$ cat config.mk
export PLATFORM = sky130hd
export DESIGN_NAME = regfile_wb_arbiter
export DESIGN_NICKNAME = d
export VERILOG_FILES = /design/src/rtl/regfile_wb_arbiter.sv
export SDC_FILE = /design/constraint.sdc
export NUM_CORES = 1
export LEC_CHECK = 0
export BUFFER_PORTS_ARGS = -buffer_cell sky130_fd_sc_hd__buf_4
export CAP_MARGIN = 10
export CORE_ASPECT_RATIO = 1.4
export CORE_MARGIN = 3
export CORE_UTILIZATION = 36
export DETAILED_ROUTE_END_ITERATION = 8
export PLACE_DENSITY = 0.67
export SLEW_MARGIN = 30
export SYNTH_ARGS = -nofsm -noshare
export SYNTH_HDL_FRONTEND = slang
export SYNTH_SLANG_ARGS = --single-unit
$ cat constraint.sdc
create_clock -name clock -period 1.53 [get_ports clock]
set_input_delay 0 -clock clock [delete_from_list [all_inputs] [get_ports clock]]
set_output_delay 0 -clock clock [all_outputs]
set_load 0.05 [all_outputs]
$ cat src/rtl/regfile_wb_arbiter.sv
// Write-back arbiter + load scoreboard for the register file's single write port (ALU vs load path).
// Latency: accept in cycle N drives regWrite/writeRegister/writeData in cycle N+1; one write per cycle.
// Backpressure: ready is combinational; ALU is held off while its destination has a load pending, both held off by holdWrite.
module regfile_wb_arbiter #(
    parameter int NREG = 8,
    parameter int AW   = 3,
    parameter int DW   = 8
) (
    input  logic            clock,
    input  logic            resetN,
    input  logic            aluValid,
    input  logic [AW-1:0]   aluDest,
    input  logic [DW-1:0]   aluData,
    output logic            aluReady,
    input  logic            memValid,
    input  logic [AW-1:0]   memDest,
    input  logic [DW-1:0]   memData,
    output logic            memReady,
    input  logic            reserveValid,
    input  logic [AW-1:0]   reserveDest,
    input  logic            holdWrite,
    output logic            regWrite,
    output logic [AW-1:0]   writeRegister,
    output logic [DW-1:0]   writeData,
    output logic [NREG-1:0] pendingMask
);

    typedef enum logic {
        SRC_ALU = 1'b0,
        SRC_MEM = 1'b1
    } src_e;

    src_e            last_grant;
    logic            alu_eligible;
    logic            mem_eligible;
    logic            alu_grant;
    logic            mem_grant;
    logic [NREG-1:0] pending_nxt;

    // An ALU write to a register with a load in flight would be clobbered by the later load data.
    assign alu_eligible = aluValid && !pendingMask[aluDest];
    assign mem_eligible = memValid;

    always_comb begin
        alu_grant = 1'b0;
        mem_grant = 1'b0;
        if (!holdWrite) begin
            if (alu_eligible && mem_eligible) begin
                if (last_grant == SRC_MEM) alu_grant = 1'b1;
                else                       mem_grant = 1'b1;
            end else if (alu_eligible) begin
                alu_grant = 1'b1;
            end else if (mem_eligible) begin
                mem_grant = 1'b1;
            end
        end
    end

    assign aluReady = alu_grant;
    assign memReady = mem_grant;

    // A new reservation outranks a load retiring to the same register in the same cycle.
    always_comb begin
        pending_nxt = pendingMask;
        for (int i = 0; i < NREG; i++) begin
            if (reserveValid && (reserveDest == AW'(i))) begin
                pending_nxt[i] = 1'b1;
            end else if (mem_grant && (memDest == AW'(i))) begin
                pending_nxt[i] = 1'b0;
            end
        end
    end

    always_ff @(posedge clock or negedge resetN) begin
        if (!resetN) begin
            regWrite      <= 1'b0;
            writeRegister <= '0;
            writeData     <= '0;
            pendingMask   <= '0;
            last_grant    <= SRC_MEM;
        end else begin
            regWrite    <= alu_grant || mem_grant;
            pendingMask <= pending_nxt;
            if (alu_grant) begin
                writeRegister <= aluDest;
                writeData     <= aluData;
                last_grant    <= SRC_ALU;
            end else if (mem_grant) begin
                writeRegister <= memDest;
                writeData     <= memData;
                last_grant    <= SRC_MEM;
            end
        end
    end

endmodule
==> results.yml, run 1 <==
floorplan:
  die_w_um: 53.0
  io_pins: 53
  die_y_um: 71.8
  initial_core_util_pct: 38.4
  die_area_mm2: 0.00381
  row_count: 23
  core-area_mm2: 0.00291
synth:
  synth-edff-count: 0
  synth-adder-area-share_pct: 0
  ys_async_sr_fraction_pct: 100
  yosys-mux-area-fraction_pct: 4.26
  synth_area_mm2: 0.00111
  synth_cells: 117
  synth_xor_area_share_pct: 0
  synth_simple_gate_area_share_pct: 18.7
  synth.top_cell.area_share_pct: 44.9
  synth-seq-cells: 21
  synthDistinctLibCells: 31
  synth_common_cells: "nand2_1, dfrtp_1, nor2_1, a31oi_1, o21ai_1"
  ys.flop_type: "dfrtp_1"
  synth_top_family_by_area: "compound AO/OA/AOI/OAI gates"
  syn_area_per_cell_um2: 9.53
  synth_compound_area_share_pct: 23.2
  ys.warnings.count: 0
  synth_most_common_cell: "nand2_1"
  synth.yosys.seq_area_share_pct: 47.3
  syn_nets: 148
  ys_top_cells_by_area: "dfrtp_1, nand2_1, o41ai_2"
  synth_largest_area_cell: "dfrtp_1"
layout:
  fillers: 238
  area_growth_pct: 69.0
  final_layout_size_suffix_gt1_share_pct: 61.9
  fin_nets: 221
  num_antenna_cells: 0
  finish.instance_area_mm2: 0.00188
critical_path:
  crit_required_ns: 1.71
  crit_path_end_kind: "flop"
  rr_worst_depth: 7
  crit_path_start_kind: "flop"
  path_max_fanout: 6
  r2r-end: "writeRegister[0]"
  r2r-start: "pendingMask[6]"
  crit_type: "reg -> reg"
  rrSetupSlack_ns: -0.31
  crit_arrival_ns: 2.02
timing:
  max_freq_mhz: 544
  worst_slew_pin_slew_ns: 0.372
  post-route-period-util_pct: 120
  fin_crit_ns: 1.84
  finalClockSkew_ns: 0.00111
  finalHoldViolations: 0
  setup_viol: 23
  fin_ws_ns: -0.309
  grt_setup_unrepaired: "true"
  finalMaxSlewViolations: 0
  relSlewSlack_pct: 75.2
global_route:
  grt_max_degree: 22
  track_usage_pct: 17.9
  grt.overflow.total: 0
  grt_pass1_wl_um: 5080
  grt_pass1_vias: 1162
  antenna_found_initial: 0
placed_design:
  place_ws_ns: -0.200
  place_area_mm2: 0.00163
  place_congestion: 0.720
  dp_hpwl_um: 2410
  portBuffers: 52
drt:
  drt_iter0_markers: 15
  via_per_inst: 5.11
  dr_total_vias: 1154
  wl_per_cell_um: 14.7
  ant_nets: 0
  drc: 0
  drtPass1Iterations: 4
  wirelength_um: 3310
hold_path:
  min_to: "writeData[0]"
  worstHoldPathCells: 3
  min_from: "memData[0]"
  hp-class: "in -> reg"
power_and_ir_drop:
  power_density_mw_per_mm2: 1320
  leakagePower_nw: 0.876
  ir_drop_uv: 1070
outcome:
  violations: "setup timing"
  status: "finished with violations"
clocking:
  path_clk_slew_ns: 0.07
  cts_sinks: 21
  numCtsBuffers: 3
  cts_tree: "yes"
  cts.root.buffer_cell: "clkbuf_8"
  worstSkewPairLatency_ns: 0.26
  htree_num_levels: 1
  clock_path_buffers: 2
job:
  maxCapViolCount: 0
[what timing repair did]
action / in CTS / in global routing
endpoints found under the setup margin: 23 / 23
setup buffers: 4 / 2
hold endpoints to repair: 23 / 0
gates cloned: 0 / 1
hold buffers: 3 / 0
gates resized for setup: 10 / 20
pin swaps: 4 / 13
[stage by stage]
stage / std cells / setup TNS [ns] / util [%] / power, W / hold slack, ns
6_report: 226 / -5.96 / 64.8 / 0.00249 / 0.00947
3_5_place_dp: 213 / -3.47 / 56.1 / 0.00201 / -0.100
4_1_cts: 223 / -5.86 / 60.7 / 0.00241 / 0.00825
2_1_floorplan: 117 / -5.23 / - / 0.00156 / -0.296
5_1_grt: 226 / -8.92 / 64.8 / 0.00262 / 0.00973
3_3_place_gp: 213 / -2.61 / 56.1 / 0.00199 / -0.105
[report_power, final]
| part | internal [W] | switching, W | leakage [nW] |
|---|---|---|---|
| Combinational | 0.000520 | 0.000820 | 0.621 |
| Sequential | 0.000704 | 0.0000906 | 0.233 |
| Clock | 0.000185 | 0.000173 | 0.0228 |
| Total | 0.00141 | 0.00108 | 0.876 |
[cell type report]
class	instances	area (um2)	share of cell area, %
Clock buffer	4	45.0	2.39
Inverter	6	30.0	1.59
Multi-Input combinational cell	84	603	32.0
Sequential cell	21	537	28.5
Tap cell	37	46.3	2.46
Timing Repair Buffer	74	623	33.1
[state kept, by name (all words and copies together) (netlist names)]
signal         flops
writeData          8
regWrite           1
last_grant         1
writeRegister      3
pendingMask        8
[logic make-up (layout without fill, tap and decap cells)]
logic type | Yosys count | after routing
AOI/OAI and AO/OA | 33 | 33
buffers and inverters | 12 | 84
DFF | 21 | 21
muxes | 4 | 4
and+or+nand+nor | 47 | 47
[critical path, cell delays in order, from the launching register on]
cell	delay, ns
dfrtp_2	0.40
mux2_4	0.27
a222oi_1	0.39
a21o_2	0.22
buf_6	0.13
clkbuf_16	0.15
nand2_2	0.05
a31oi_1	0.16
[routing by layer]
layer  vias up  track usage [%]  wire, um
met2        49             31.9      1730
met5         -                0         0
met4         0             8.52        74
met1       542             20.0      1270
met3         6             2.70       237
li1        557                -         -
[worst max-delay path by stage]
stage | start | end | slack, ns | cells past startpoint
global placement | pendingMask[6] | pendingMask[0] | -0.15 | 6
finish | pendingMask[6] | writeRegister[0] | -0.31 | 7
floorplan | pendingMask[6] | writeRegister[1] | -0.30 | 7
CTS | pendingMask[6] | aluReady | -0.32 | 6
global route | pendingMask[6] | writeData[4] | -0.44 | 7
detailed placement | pendingMask[6] | writeData[3] | -0.20 | 6
[layout by cell type (no fill, tap or decap), types with 2 or more instances in the layout]
| cell type | netlist | routed |
|---|---|---|
| a31oi_2 | 1 | 2 |
| nand2b_1 | 4 | 4 |
| nand2_4 | 0 | 2 |
| dlygate4sd3_1 | 0 | 3 |
| buf_4 | 1 | 63 |
| o21ai_1 | 6 | 5 |
| o41ai_2 | 4 | 4 |
| buf_6 | 3 | 4 |
| a31oi_1 | 9 | 7 |
| nand2_2 | 2 | 7 |
| nor2_1 | 11 | 6 |
| dfrtp_2 | 0 | 8 |
| dfrtp_1 | 20 | 12 |
| buf_8 | 0 | 2 |
| o31ai_1 | 2 | 2 |
| o21ai_2 | 0 | 4 |
| mux2_2 | 2 | 2 |
| clkbuf_8 | 0 | 3 |
| nand3_1 | 5 | 5 |
| a21oi_1 | 2 | 2 |
| inv_1 | 4 | 4 |
| nor2_2 | 0 | 5 |
| nand2_1 | 22 | 15 |
(Power assumes the default switching activity.)
==> run 2: changes to the inputs <==
--- a/config.mk
+++ b/config.mk
@@ -11,7 +11,7 @@
 export CORE_MARGIN = 3
 export CORE_UTILIZATION = 36
 export DETAILED_ROUTE_END_ITERATION = 8
-export PLACE_DENSITY = 0.67
+export PLACE_DENSITY = 0.78
 export SLEW_MARGIN = 30
 export SYNTH_ARGS = -nofsm -noshare
 export SYNTH_HDL_FRONTEND = slang
==> results.yml, run 2 (synthesis gave the netlist of run 1 again) <==
outcome:
  status: "finished with violations"
  violations: "setup timing"
critical_path:
  r2r-start: "pendingMask[6]"
  crit_arrival_ns: 1.95
  rrSetupSlack_ns: -0.42
  crit_path_end_kind: "primary output"
  crit_path_start_kind: "flop"
  crit_required_ns: 1.53
  path_max_fanout: 3
  cp-endpoint: "aluReady"
  rr_worst_depth: 7
  crit_start: "pendingMask[6]"
  r2r-end: "writeRegister[1]"
  crit_type: "reg -> out"
timing:
  max_freq_mhz: 512
  worst_slew_pin_slew_ns: 0.434
  finalClockSkew_ns: 0.00277
  relSlewSlack_pct: 71.1
  tns_ns: -7.54
  post-route-period-util_pct: 128
  grt_setup_unrepaired: "true"
  finalMaxSlewViolations: 0
  finalHoldViolations: 0
  fin_crit_ns: 1.95
  fin_ws_ns: -0.423
  setup_viol: 23
clocking:
  path_clk_slew_ns: 0.08
  cts.root.buffer_cell: "clkbuf_8"
  cts_sinks: 21
  numCtsBuffers: 3
  clock_path_buffers: 2
  worstSkewPairLatency_ns: 0.27
  cts_tree: "yes"
  htree_num_levels: 1
floorplan:
  die_w_um: 53.0
  die_y_um: 71.8
  row_count: 23
  initial_core_util_pct: 38.4
  die_area_mm2: 0.00381
  core-area_mm2: 0.00291
  io_pins: 53
hold_path:
  min_from: "memData[3]"
  worstHoldPathCells: 3
  hp-class: "in -> reg"
global_route:
  grt_pass1_vias: 1227
  antenna_found_initial: 0
  grt_max_degree: 22
  track_usage_pct: 19.0
  grt_pass1_wl_um: 5400
  grt.overflow.total: 0
layout:
  area_growth_pct: 70.7
  fin_nets: 222
  final_layout_size_suffix_gt1_share_pct: 59.5
  final_cell_mix: "buf_4, nand2_1, dfrtp_1"
  fillers: 226
  final_common_cell: "buf_4"
  finish.instance_area_mm2: 0.00190
  num_antenna_cells: 0
  reg_top3: "pendingMask x8, writeData x8, writeRegister x3"
drt:
  wirelength_um: 3570
  via_per_inst: 5.25
  wl_per_cell_um: 15.7
  drtPass1Iterations: 4
  drc: 0
  drt_iter0_markers: 45
  ant_nets: 0
  dr_total_vias: 1191
placed_design:
  place_area_mm2: 0.00163
  place_congestion: 0.794
  portBuffers: 52
  dp_hpwl_um: 2480
power_and_ir_drop:
  leakagePower_nw: 0.876
  ir_drop_uv: 828
  power_density_mw_per_mm2: 1310
job:
  maxCapViolCount: 0
run 2: cell count changes in the layout (fill, tap and decap cells not counted), sizes merged:
cell	delta
dlygate4sd3	+1
inv	-1
clkinv	+2
clkbuf	-2
buf	+1
run 2: worst min-delay path by stage:
stage               slack, ns        endpoint
global route            0.003    writeData[5]
global placement        -0.11    writeData[5]
finish                  0.001    writeData[3]
CTS                    0.0002    writeData[3]
detailed placement      -0.10    writeData[5]
floorplan               -0.30  pendingMask[0]
run 2: report_power, final:
group          internal (W)  switching [W]  leakage, nW
combinational      0.000511       0.000821        0.618
sequential         0.000704      0.0000887        0.233
clock              0.000182       0.000193       0.0255
total               0.00140        0.00110        0.876
run 2: per-layer routing:
layer | share of wire [%] | up-vias | GRT usage [%]
li1 | - | 557 | -
met1 | 36 | 563 | 20.7
met2 | 54 | 66 | 36.3
met3 | 8.2 | 5 | 1.87
met4 | 1.4 | 0 | 6.82
met5 | 0 | - | 0
run 2: critical path, cell delays in order, from the launching register on:
cell and delay (ns):
dfrtp_2 0.41, mux2_4 0.26, a222oi_1 0.44, nand3_1 0.22, buf_12 0.19, clkinv_8 0.04
buf_12 0.12
run 2: what timing repair did:
item	4_1_cts	5_1_grt
hold buffers	4	0
cloned	1	0
setup endpoints to repair	23	23
pin swaps	3	4
hold endpoints to repair	24	0
resized for setup	14	12
setup buffers	6	3
run 2: cell type report:
type	instances	area (um2)	share of cell area (%)
timing repair buffer	75	642	33.7
clock inverter	1	5.00	0.263
inverter	6	35.0	1.84
tap	37	46.3	2.43
sequential	21	537	28.2
multi-input combinational	84	597	31.4
clock buffer	3	41.3	2.17
run 2: through the flow:
stage	setup slack [ns]	cells	total power, W	hold slack [ns]	utilization (%)
after floorplan	-0.303	117	0.00156	-0.296	-
after global placement	-0.155	211	0.00198	-0.109	56.0
after detailed placement	-0.259	211	0.00201	-0.104	56.0
after CTS	-0.441	225	0.00246	0.000178	63.7
after global routing	-0.462	227	0.00260	0.00280	65.5
final	-0.423	227	0.00250	0.00138	65.5
==> run 3: changes to the inputs <==
--- a/config.mk
+++ b/config.mk
@@ -8,11 +8,11 @@
 export BUFFER_PORTS_ARGS = -buffer_cell sky130_fd_sc_hd__buf_4
 export CAP_MARGIN = 10
 export CORE_ASPECT_RATIO = 1.4
-export CORE_MARGIN = 3
 export CORE_UTILIZATION = 36
 export DETAILED_ROUTE_END_ITERATION = 8
+export GPL_TIMING_DRIVEN = 0
 export PLACE_DENSITY = 0.78
-export SLEW_MARGIN = 30
+export SLEW_MARGIN = 20
 export SYNTH_ARGS = -nofsm -noshare
 export SYNTH_HDL_FRONTEND = slang
 export SYNTH_SLANG_ARGS = --single-unit
==> results.yml, run 3 (synthesis gave the netlist of run 1 again) <==
global_route:
  grt_max_degree: 22
  grt_pass1_vias: 1206
  gr-usage-met1_pct: 21.9
  antenna_found_initial: 0
  use_met2_pct: 45.1
  grt.overflow.total: 0
  grt_use_met3_pct: 1.33
  grt_pass1_wl_um: 5350
  track_usage_pct: 21.7
  busiest_layer: "met2"
floorplan:
  die_w_um: 49.0
  io_pins: 53
  die_y_um: 67.8
  row_count: 23
  core-area_mm2: 0.00291
  initial_core_util_pct: 38.4
  die_area_mm2: 0.00333
critical_path:
  path_delay_family: "compound AO/OA/AOI/OAI gates"
  crit_path_start_kind: "flop"
  path_max_fanout: 5
  crit_arrival_ns: 2.11
  crit_type: "reg -> reg"
  crit_path_cell_trace: "mux2_2 -> a222oi_1 -> buf_4 -> a21o_4 -> inv_4 -> bufbuf_16 -> nand2_2 -> a31oi_1"
  critPathBufInv: 3
  crit_required_ns: 1.66
  slowest_delay_ns: 0.43
  crit_path_end_kind: "flop"
  rrSetupSlack_ns: -0.44
  slowest_stage: "dfrtp_2"
drt:
  ant_nets: 0
  drc: 0
  via_per_inst: 5.46
  drtPass1Iterations: 4
  dr_total_vias: 1228
  wl_per_cell_um: 16.4
  wirelength_um: 3690
  drt_iter0_markers: 35
hold_path:
  hp-class: "in -> reg"
layout:
  post-route-util_pct: 68.2
  final_common_cell: "buf_4"
  final_cell_mix: "buf_4, nand2_1, dfrtp_1"
  num_antenna_cells: 0
  fin_nets: 220
  reg_top3: "pendingMask x8, writeData x8, writeRegister x3"
  final_layout_size_suffix_gt1_share_pct: 60.6
  area_growth_pct: 77.9
power_and_ir_drop:
  leakagePower_nw: 0.904
  ir_drop_uv: 900
  power_density_mw_per_mm2: 1270
timing:
  finalClockSkew_ns: 0.00371
  post-route-period-util_pct: 129
  relSlewSlack_pct: 65.7
  fin_crit_ns: 1.97
  setup_viol: 23
  worst_slew_pin_slew_ns: 0.514
  max_freq_mhz: 506
  fin_ws_ns: -0.445
  finalMaxSlewViolations: 0
  grt_setup_unrepaired: "true"
  tns_ns: -7.84
  finalHoldViolations: 0
clocking:
  path_clk_slew_ns: 0.08
  cts_sinks: 21
  cts_tree: "yes"
  worstSkewPairLatency_ns: 0.26
  clock_path_buffers: 2
  numCtsBuffers: 3
  htree_num_levels: 1
  cts.root.buffer_cell: "clkbuf_8"
job:
  maxCapViolCount: 0
placed_design:
  dp_hpwl_um: 2290
  place_congestion: 0.806
  portBuffers: 51
outcome:
  status: "finished with violations"
  violations: "setup timing"
run 3: power by group:
group / switching [W] / internal, W
sequential: 0.000101 / 0.000705
clock: 0.000176 / 0.000185
combinational: 0.000826 / 0.000520
total: 0.00110 / 0.00141
run 3: metal layers:
| layer | share of wire (%) | wire (um) |
|---|---|---|
| met5 | 0 | 0 |
| met3 | 4.8 | 178 |
| met1 | 37 | 1350 |
| met4 | 3.0 | 112 |
| met2 | 56 | 2050 |
run 3: cell type report:
class	instances	area, um2
fillers	215	923
flip-flops and latches	21	537
well taps	37	46.3
inverters	6	37.5
multi-input cells	84	631
repair buffers	68	617
plain buffers	5	70.1
clock buffers	4	45.0
run 3: path summary, 6_finish.rpt:
kind / start / to / cells past startpoint
setup / recovery: pendingMask[1] / writeData[5] / 8
min in group asynchronous: resetN / writeData[3] / 2
hold / removal: memData[3] / writeData[3] / 3
hold reg to reg: last_grant / last_grant / 2
setup reg to reg: pendingMask[1] / writeData[5] / 8
max in group asynchronous: resetN / last_grant / 2
run 3: worst reg2reg max path, stage by stage (launching register included):
cell,delay (ns)
dfrtp_2,0.43
mux2_2,0.28
a222oi_1,0.31
buf_4,0.20
a21o_4,0.15
inv_4,0.05
bufbuf_16,0.26
nand2_2,0.07
a31oi_1,0.09
run 3: timing repair:
| item | CTS | global route |
|---|---|---|
| pin swaps | 10 | 6 |
| endpoints found under the setup margin | 23 | 23 |
| hold buffers | 3 | 0 |
| setup buffers | 10 | 2 |
| gates cloned | 1 | 1 |
| hold endpoints to repair | 23 | 0 |
| resized for setup | 24 | 17 |
run 3: stage by stage:
| step | total power, W | area, um2 | setup slack, ns | instances | hold slack (ns) |
|---|---|---|---|---|---|
| finish | 0.00251 | 1980 | -0.445 | 225 | 0.00476 |
| detailed placement | 0.00194 | 1580 | -0.408 | 205 | -0.104 |
| CTS | 0.00242 | 1850 | -0.359 | 222 | 0.00169 |
| global route | 0.00261 | 1980 | -0.493 | 225 | 0.00521 |
| global placement | 0.00192 | 1580 | -0.356 | 205 | -0.108 |
| floorplan | 0.00156 | 1150 | -0.303 | 117 | -0.296 |
